`config.mk`:
```
export PLATFORM = sky130hd
export DESIGN_NAME = control_rd_sequencer
export DESIGN_NICKNAME = d
export VERILOG_FILES = /design/src/rtl/control_rd_sequencer.sv
export SDC_FILE = /design/constraint.sdc
export NUM_CORES = 1
export LEC_CHECK = 0
export CELL_PAD_IN_SITES_DETAIL_PLACEMENT = 1
export CELL_PAD_IN_SITES_GLOBAL_PLACEMENT = 1
export CORE_MARGIN = 5
export CORE_UTILIZATION = 42
export DETAILED_ROUTE_END_ITERATION = 7
export DONT_BUFFER_PORTS = 1
export GPL_ROUTABILITY_DRIVEN = 1
export PLACE_DENSITY_LB_ADDON = 0.05
export SLEW_MARGIN = 30
export SYNTH_ARGS = -nofsm -noshare
export SYNTH_HDL_FRONTEND = slang
export SYNTH_SLANG_ARGS = --single-unit
```
`constraint.sdc`:
```
create_clock -name clk -period 2.33 [get_ports clk]
set_clock_uncertainty 0.15 [all_clocks]
set_input_delay 0.3495 -clock clk [delete_from_list [all_inputs] [get_ports clk]]
set_output_delay 0.3495 -clock clk [all_outputs]
set_load 0.03 [all_outputs]
```
`src/rtl/control_rd_sequencer.sv`:
```
// rtl/control_rd_sequencer.sv - read-stage sequencer for the dual-mode DNN datapath control blocks
// Steps rd_stage through one stage sequence per row, then drains the pipeline before signalling done.
module control_rd_sequencer #(
    parameter int STAGE_W     = 4,
    parameter int ROW_W       = 8,
    parameter int LAST_STG_M0 = 11,
    parameter int LAST_STG_M1 = 7,
    parameter int DRAIN_CYC   = 2
) (
    input  logic               clk,
    input  logic               rst,
    input  logic               start,
    input  logic               mode_in,
    input  logic [ROW_W-1:0]   num_rows,
    input  logic               stall,
    output logic [STAGE_W-1:0] rd_stage,
    output logic               stage_vld,
    output logic [ROW_W-1:0]   row_cnt,
    output logic               last_row,
    output logic               sshr_sel,
    output logic               busy,
    output logic               done
);

    localparam int DRN_W = (DRAIN_CYC > 1) ? $clog2(DRAIN_CYC) : 1;

    typedef enum logic [1:0] {
        S_IDLE,
        S_RUN,
        S_DRAIN,
        S_FIN
    } state_t;

    state_t             state;
    logic               mode_q;
    logic [ROW_W-1:0]   rows_q;
    logic [DRN_W-1:0]   drain_cnt;
    logic [STAGE_W-1:0] last_stg;

    always_comb begin
        last_stg = mode_q ? STAGE_W'(LAST_STG_M1) : STAGE_W'(LAST_STG_M0);
    end

    // stage_vld must drop in the same cycle stall rises, so it is decoded rather than registered
    assign stage_vld = (state == S_RUN) && !stall;
    assign last_row  = (state == S_RUN) && (row_cnt == rows_q - ROW_W'(1));

    always_ff @(posedge clk) begin
        if (rst) begin
            state     <= S_IDLE;
            rd_stage  <= '0;
            row_cnt   <= '0;
            busy      <= 1'b0;
            done      <= 1'b0;
            sshr_sel  <= 1'b0;
            mode_q    <= 1'b0;
            rows_q    <= '0;
            drain_cnt <= '0;
        end else begin
            case (state)
                S_IDLE: begin
                    if (start) begin
                        mode_q   <= mode_in;
                        rows_q   <= num_rows;
                        rd_stage <= '0;
                        row_cnt  <= '0;
                        if (num_rows == '0) begin
                            state <= S_FIN;
                            done  <= 1'b1;
                        end else begin
                            state <= S_RUN;
                            busy  <= 1'b1;
                        end
                    end
                end
                S_RUN: begin
                    if (!stall) begin
                        if (rd_stage == last_stg) begin
                            if (last_row) begin
                                state     <= S_DRAIN;
                                drain_cnt <= DRN_W'(DRAIN_CYC - 1);
                            end else begin
                                rd_stage <= '0;
                                row_cnt  <= row_cnt + ROW_W'(1);
                            end
                        end else begin
                            rd_stage <= rd_stage + STAGE_W'(1);
                        end
                    end
                end
                S_DRAIN: begin
                    // Drain runs on its own clock count; downstream stall does not extend it
                    if (drain_cnt == '0) begin
                        state    <= S_FIN;
                        busy     <= 1'b0;
                        done     <= 1'b1;
                        rd_stage <= '0;
                        row_cnt  <= '0;
                    end else begin
                        drain_cnt <= drain_cnt - DRN_W'(1);
                    end
                end
                S_FIN: begin
                    state <= S_IDLE;
                    done  <= 1'b0;
                end
                default: state <= S_IDLE;
            endcase

            if (state == S_IDLE || mode_q) begin
                sshr_sel <= 1'b0;
            end else if (rd_stage == STAGE_W'(7) || rd_stage == STAGE_W'(10)) begin
                sshr_sel <= 1'b1;
            end else if (rd_stage == STAGE_W'(6) || rd_stage == STAGE_W'(9)) begin
                sshr_sel <= 1'b0;
            end
        end
    end

endmodule

```
Yosys cells after proc, flatten, opt, wreduce, memory -nomap -nowiden
Cells that the tools add are included.
- register bits: 27
- bits in latches: 0
- bits in writable memories: 0
- bits in read-only memories: 0
- bits of input ports: 13
- output and inout port bits: 17
- memories: 0
- add/subtract/negate cells: 4
- multipliers: 0
- div/mod/pow operators: 0
- $lt $le $gt $ge: 0
- eq/ne operators: 18
- shifts and indexed selects: 0
- mux-type cells: 35
- bitwise logic cells: 0
- reduce and logical (&&, ||, !) cells: 21
- operators by type and width (operator ; number):
    8-bit 2-to-1 mux ; 5
    4-bit 2-to-1 mux ; 6
    8-bit one-hot mux with 3 select lines ; 1
    2-bit != test (second input constant) ; 7
    1-bit 2-to-1 mux ; 12
    2-bit 2-to-1 mux ; 6
    4-bit one-hot mux with 3 select lines ; 1
    4-bit AND reduction ; 3
    5-bit AND reduction ; 2
    8-bit by 1-bit adder with 8-bit output (second input constant) ; 1
    4-bit by 3-bit == test with 1-bit output (second input constant) ; 2
    4-bit == test (second input constant) ; 2
    8-bit == test ; 1
    8-bit logical NOT ; 1
    2-bit one-hot mux with 4 select lines ; 1
    8-bit by 1-bit subtractor with 8-bit output (second input constant) ; 1
    6-bit AND reduction ; 1
    2-bit nonzero test ; 3
    3-bit nonzero test ; 2
    4-bit by 1-bit adder with 4-bit output (second input constant) ; 1
    2-bit == test (second input constant) ; 2
    4-bit == test ; 1
    1-bit one-hot mux with 2 select lines ; 2
    1-bit logical OR ; 3
    10 further kinds ; 11

Logic depth before layout (Yosys ltp)
Gate-level depths: netlist (run 1).
- word-level depth: 7
- gate-level depth with buffers: 9

Worst setup path after synthesis (run 1)
Ideal clock, no wire load.
- kind: register to register
- from: register rows_q[0]
- to: register row_cnt[0]
- setup time: 0.070 ns
- data arrival time: 2.343 ns
- path slack: -0.233 ns
- stages on the path, launching flop included: 9
- cell sequence: dfxtp_1 -> inv_1 -> ha_1 -> or3b_4 -> nor4_4 -> o2111ai_4 -> o41ai_4 -> mux2_1 -> a21oi_1
- longest elaborated chain between the ends: 5
- RTL lines (element ; line ; text):
    start: declaration ; 36 ; logic [ROW_W-1:0] rows_q;
    start signal: assignment ; 64 ; rows_q <= num_rows;
    8-bit by 1-bit subtractor with 8-bit output ; 46 ; assign last_row = (state == S_RUN) && (row_cnt == rows_q - ROW_W'(1));
    8-bit == test ; 46 ;
    1-bit logical AND ; 46 ;
    2-bit != test (no source line) ; -- ;
    6-bit AND reduction (no source line) ; -- ;
    end signal: assignment ; 84 ; row_cnt <= row_cnt + ROW_W'(1);
    end: declaration ; 18 ; output logic [ROW_W-1:0] row_cnt,
No other way between the ends.
A chain may end at the register's enable or synchronous reset.

Worst setup path after layout (run 1)
- from: register rows_q[0]
- to: output last_row
- longest elaborated chain between the ends: 3
- RTL lines (element ; line ; text):
    8-bit by 1-bit subtractor with 8-bit output ; 46 ;
    8-bit == test ; 46 ;
    1-bit logical AND ; 46 ;
    end: declaration ; 19 ; output logic last_row,
No other way between the ends.

==> results.cfg, run 1 <==
[floorplanning]
fp.dieW_um = 76.8
die_area_um2 = 5910
initial_core_util_pct = 43.1
design.core.area_um2 = 4350
rows = 24
chipHeight_um = 76.8
io_pins = 30

[sta]
slew_violations = 0
finalCritPeriodShare_pct = 114
hold_viol_final = 0
slew_headroom_pct = 43.8
max_freq_mhz = 377
layout_setup_ws_ns = -0.323
max_slew.worst_pin.slew_ns = 0.840
post-route-min-period_ns = 2.65
final-setup-viol-count = 14
tns_ns = -2.86
rsz0062_at_grt = yes
hold-worst-slack_ns = 0.0430

[grt]
grt_use_total_pct = 19.5
grt-ovfl-total = 0
grt_pass1_vias = 1943
antenna_found_initial = 0
grt_pass1_wl_um = 9540
grt_max_degree = 22

[place]
place.gp.congestion = 0.800
port_buffers = 0
dp_hpwl_um = 4320
placed_area_um2 = 2160

[logic_synthesis]
synth-edff-count = 0
netlist_area_um2 = 1880
seq_area_frac_synth_pct = 28.8
synth_ff_type = dfxtp_1
async_flop_share_pct = 0
yosys.cell_types.count = 57
synthCells = 226
yosys_warnings = 0
ys_seq_elements = 27
syn_nets = 248
synth_area_per_cell_um2 = 8.30

[status]
outcome = finished with violations
violations = negative setup slack

[finish]
final_util_pct = 56.2
syn2layout_area_growth_pct = 30.3
final_cell_mix = 33 x buf_4, 30 x nand2_1, 22 x dfxtp_1, 14 x a21oi_1, 14 x nand3_1
mostFrequentLayoutCell = buf_4
drive_above_1_share_pct = 33.0
fin_nets = 284
fin_area_um2 = 2450
n_antenna_cell = 0

[power]
clock_power_share_pct = 14.7
power_density_nw_per_um2 = 844
internal_power_w = 0.00112
cellLeakagePower_nw = 0.904
seq_power_share_pct = 30.3
sw_frac_of_total_pct = 45.8
power_w = 0.00206
p_sw_w = 0.000946
combPwrFrac_pct = 55.1
vdd_drop_max_v = 0.000603

[worst_setup_path]
r2r_slack_ns = -0.28
setup.worst_path.start_class = register
cp_max_fo = 4
cp.required_ns = 1.83
cp-end-kind = output pin
cp.arrival_ns = 2.15
crit_type = register to output pin

[clock_network]
root_buffer = clkbuf_8
cts_tree = done
clk_pin_slew_ns = 0.11
cts_made_buffers = 3
cts.path.max_buffers = 2
htreeDepth = 1
insertion_delay_ns = 0.29
clock-sinks = 27

[flow_run]
maxCapViolations = 0

[hold_path]
hold_path.class = input pin to register

[detailed_routing]
antenna_left = 0
drc = 0
wl_um = 5900
wl_per_cell_um = 18.8
drtPass1Iterations = 4
num_vias = 1847
drtIter0Drc = 82
via_per_inst = 5.90
## area by class of cell
class                           count  area [um2]
Tap cell                           52        65.1
Timing Repair Buffer               41         345
Clock inverter                      1        7.51
Inverter                           13        48.8
Fill cell                         518        1910
Sequential cell                    27         547
Multi-Input combinational cell    176        1390
Clock buffer                        3        41.3
## per-stage QoR
stage / worst slack (ns) / cells
floorplan: -0.140 / 226
global placement: -0.139 / 299
detailed placement: -0.189 / 299
CTS: -0.343 / 307
global route: -0.461 / 313
finish: -0.323 / 313
## cell families after synthesis
family | count (synthesis) | synth area share, %
AOI/OAI and AO/OA | 57 | 23.5
and+or+nand+nor | 94 | 28.3
buffers and inverters | 23 | 5.33
DFF | 27 | 28.8
xor gates and xnor gates | 8 | 3.73
adders and majority gates | 9 | 6.00
muxes | 8 | 4.40
## layer usage
layer	part of all wire, %	up-vias	global-route usage [%]
met5	0	-	0
met4	1.6	0	5.77
met3	3.7	6	3.86
met2	51	38	33.3
met1	44	912	24.6
li1	-	891	-
## registers in the layout (all words and copies together) (netlist names)
signal     count
row_cnt        8
rows_q         8
rd_stage       4
state          2
busy           1
done           1
drain_cnt      1
mode_q         1
sshr_sel       1
## worst paths after layout
check / to / startpoint / cells past startpoint
setup / recovery: last_row / rows_q[0] / 5
hold / removal: rows_q[3] / num_rows[3] / 2
setup reg to reg: row_cnt[0] / rows_q[0] / 7
hold reg to reg: rows_q[7] / rows_q[7] / 2
## power by group through the flow
stage                     Combinational, W  Sequential [W]  Clock (W)
final                              0.00114        0.000625   0.000302
after global routing               0.00124        0.000635   0.000326
after CTS                         0.000983        0.000623   0.000297
after detailed placement          0.000956        0.000633          0
after global placement            0.000896        0.000626          0
after floorplan                   0.000659        0.000635          0
## synthesized netlist by cell type (all sizes together) (3+ instances only)
master,instances,area [um2]
a211oi,6,45.0
ha,9,113
xor2,6,52.6
nand2b,7,43.8
nor2,8,30.0
mux2i,6,60.1
buf,3,16.3
a21oi,22,110
or2b,3,25.0
nor4,5,61.3
dfxtp,27,541
clkbuf,6,22.5
o21ai,4,20.0
nor3,6,30.0
nand3,14,70.1
nand2,30,113
inv,13,48.8
a31oi,5,31.3
nand4,4,25.0
## critical path, stage by stage (launching register included)
cell and delay [ns]:
dfxtp_2 0.35, or4_4 0.55, a2111oi_4 0.29, nor3_4 0.10, nor4_4 0.32, and2_4 0.25
## timing repair
| action | 4_1_cts | 5_1_grt |
|---|---|---|
| pin swaps | 7 | 17 |
| setup endpoints to repair | 16 | 16 |
| setup buffers | 3 | 7 |
| resized for setup | 7 | 24 |
| hold buffers | 1 | 0 |
| hold endpoints to repair | 19 | 0 |
(Power assumes the default switching activity.)
==> run 2: changes to the inputs <==
- BUFFER_PORTS_ARGS: default -> -buffer_cell sky130_fd_sc_hd__buf_2
- CORE_UTILIZATION: 42 -> 38
- DONT_BUFFER_PORTS: 1 -> default
- SLEW_MARGIN: 30 -> 20
==> run 2 against run 1 <==
The flow still finishes with violations (negative setup slack). Sequential share of layout area is 0.31 points lower. Flip-flop and latch count stayed put. Die area rose by 9.1%. Largest cell class unchanged. Critical path type unchanged. Fmax fell by 1.3%. Non-clock buffer count is 22 higher. Count of clock-buffer cells in the layout did not move. Global-route usage shrank 2.0 points.
==> results.cfg, run 2 (synthesis results as in run 1) <==
[status]
outcome = finished with violations
violations = negative setup slack

[worst_setup_path]
cp.required_ns = 1.83
setup.worst_path.start_class = register
cp_max_fo = 4
cp-end-kind = output pin
reg2reg_depth = 10
crit_type = register to output pin
cp.arrival_ns = 2.19

[detailed_routing]
drtIter0Drc = 51
wl_per_cell_um = 15.3
drc = 0
wl_um = 5360
antenna_left = 0
via_per_inst = 5.32
num_vias = 1861
drtPass1Iterations = 4

[finish]
mostFrequentLayoutCell = buf_4
drive_above_1_share_pct = 35.0
syn2layout_area_growth_pct = 31.9
fin_nets = 306
n_antenna_cell = 0
top_regs = row_cnt x8, rows_q x8, rd_stage x4
final_cell_mix = 33 x buf_4, 30 x nand2_1, 28 x buf_2, 23 x dfxtp_1, 21 x a21oi_1

[grt]
grt_pass1_vias = 1920
grt_use_total_pct = 17.4
grt_pass1_wl_um = 9010
grt_max_degree = 22
antenna_found_initial = 0
grt-ovfl-total = 0

[clock_network]
clk_pin_slew_ns = 0.10
insertion_delay_ns = 0.28
cts.path.max_buffers = 2
clock-sinks = 27
ctsHoldBuffers = 0
htreeDepth = 1
cts_made_buffers = 3
cts_tree = done
root_buffer = clkbuf_8

[sta]
hold_viol_final = 0
post-route-min-period_ns = 2.69
tns_ns = -3.48
slew_violations = 0
slew_headroom_pct = 36.0
final-setup-viol-count = 15
finalCritPeriodShare_pct = 115
max_slew.worst_pin.slew_ns = 0.961
max_freq_mhz = 372
layout_setup_ws_ns = -0.357
hold-worst-slack_ns = 0.163
rsz0062_at_grt = yes

[floorplanning]
chipHeight_um = 80.3
fp.dieW_um = 80.3
io_pins = 30
rows = 25
die_area_um2 = 6440
initial_core_util_pct = 39.5
design.core.area_um2 = 4750

[power]
cellLeakagePower_nw = 1.00
power_density_nw_per_um2 = 781
vdd_drop_max_v = 0.000443
power_w = 0.00193

[hold_path]
hold_depth = 3
hold_path.class = input pin to register

[place]
dpl_worst_slack_ns = -0.269
place.gp.congestion = 0.825
port_buffers = 29
dp_hpwl_um = 4060

[flow_run]
maxCapViolations = 0
[run 2: path summary, 6_finish.rpt]
check                  from    endpoint  slack (ns)
setup / recovery  rows_q[1]    last_row       -0.36
hold / removal      mode_in      mode_q        0.16
setup reg to reg  rows_q[1]  row_cnt[6]       -0.35
hold reg to reg   rows_q[7]   rows_q[7]        0.33
[run 2: cell type report]
cell class	instances	area, um2
clock buffers	3	41.3
clock inverters	1	5.00
fillers	603	2280
inverters	13	48.8
multi-input cells	176	1340
flip-flops and latches	27	546
well taps	67	83.8
repair buffers	63	410
[run 2: what timing repair did]
action / 4_1_cts / 5_1_grt
buffers inserted: 3 / 3
endpoints found under the setup margin: 16 / 16
pin swaps: 9 / 5
gates resized for setup: 11 / 5
[run 2: worst max-delay path: stages, from the launching register on]
cell       delay, ns
dfxtp_2         0.35
inv_2           0.07
ha_4            0.13
or3b_4          0.41
nor4_4          0.19
o2111ai_4       0.16
nor4_4          0.28
and2_4          0.20
buf_6           0.12
[run 2: per-stage QoR]
step                area (um2)  std cells  util (%)
finish                    2470        350      52.1
global route              2470        350      52.1
CTS                       2420        347      51.0
detailed placement        2280        340      48.1
global placement          2280        340      48.1
floorplan                 1900        226         -
[run 2: report_power, final]
part	switching, W	internal [W]	leakage, nW
Clock	0.000164	0.000120	0.0255
Combinational	0.000651	0.000418	0.754
Sequential	0.0000545	0.000526	0.222
[run 2: per-layer routing]
| metal | GRT usage (%) | up-vias | wire length (um) | part of all wire, % |
|---|---|---|---|---|
| met5 | 0 | - | 0 | 0 |
| met4 | 2.70 | 0 | 19 | 0.35 |
| met3 | 3.03 | 2 | 145 | 2.7 |
| met2 | 31.0 | 26 | 2610 | 49 |
| met1 | 22.2 | 887 | 2590 | 48 |
| li1 | - | 946 | - | - |
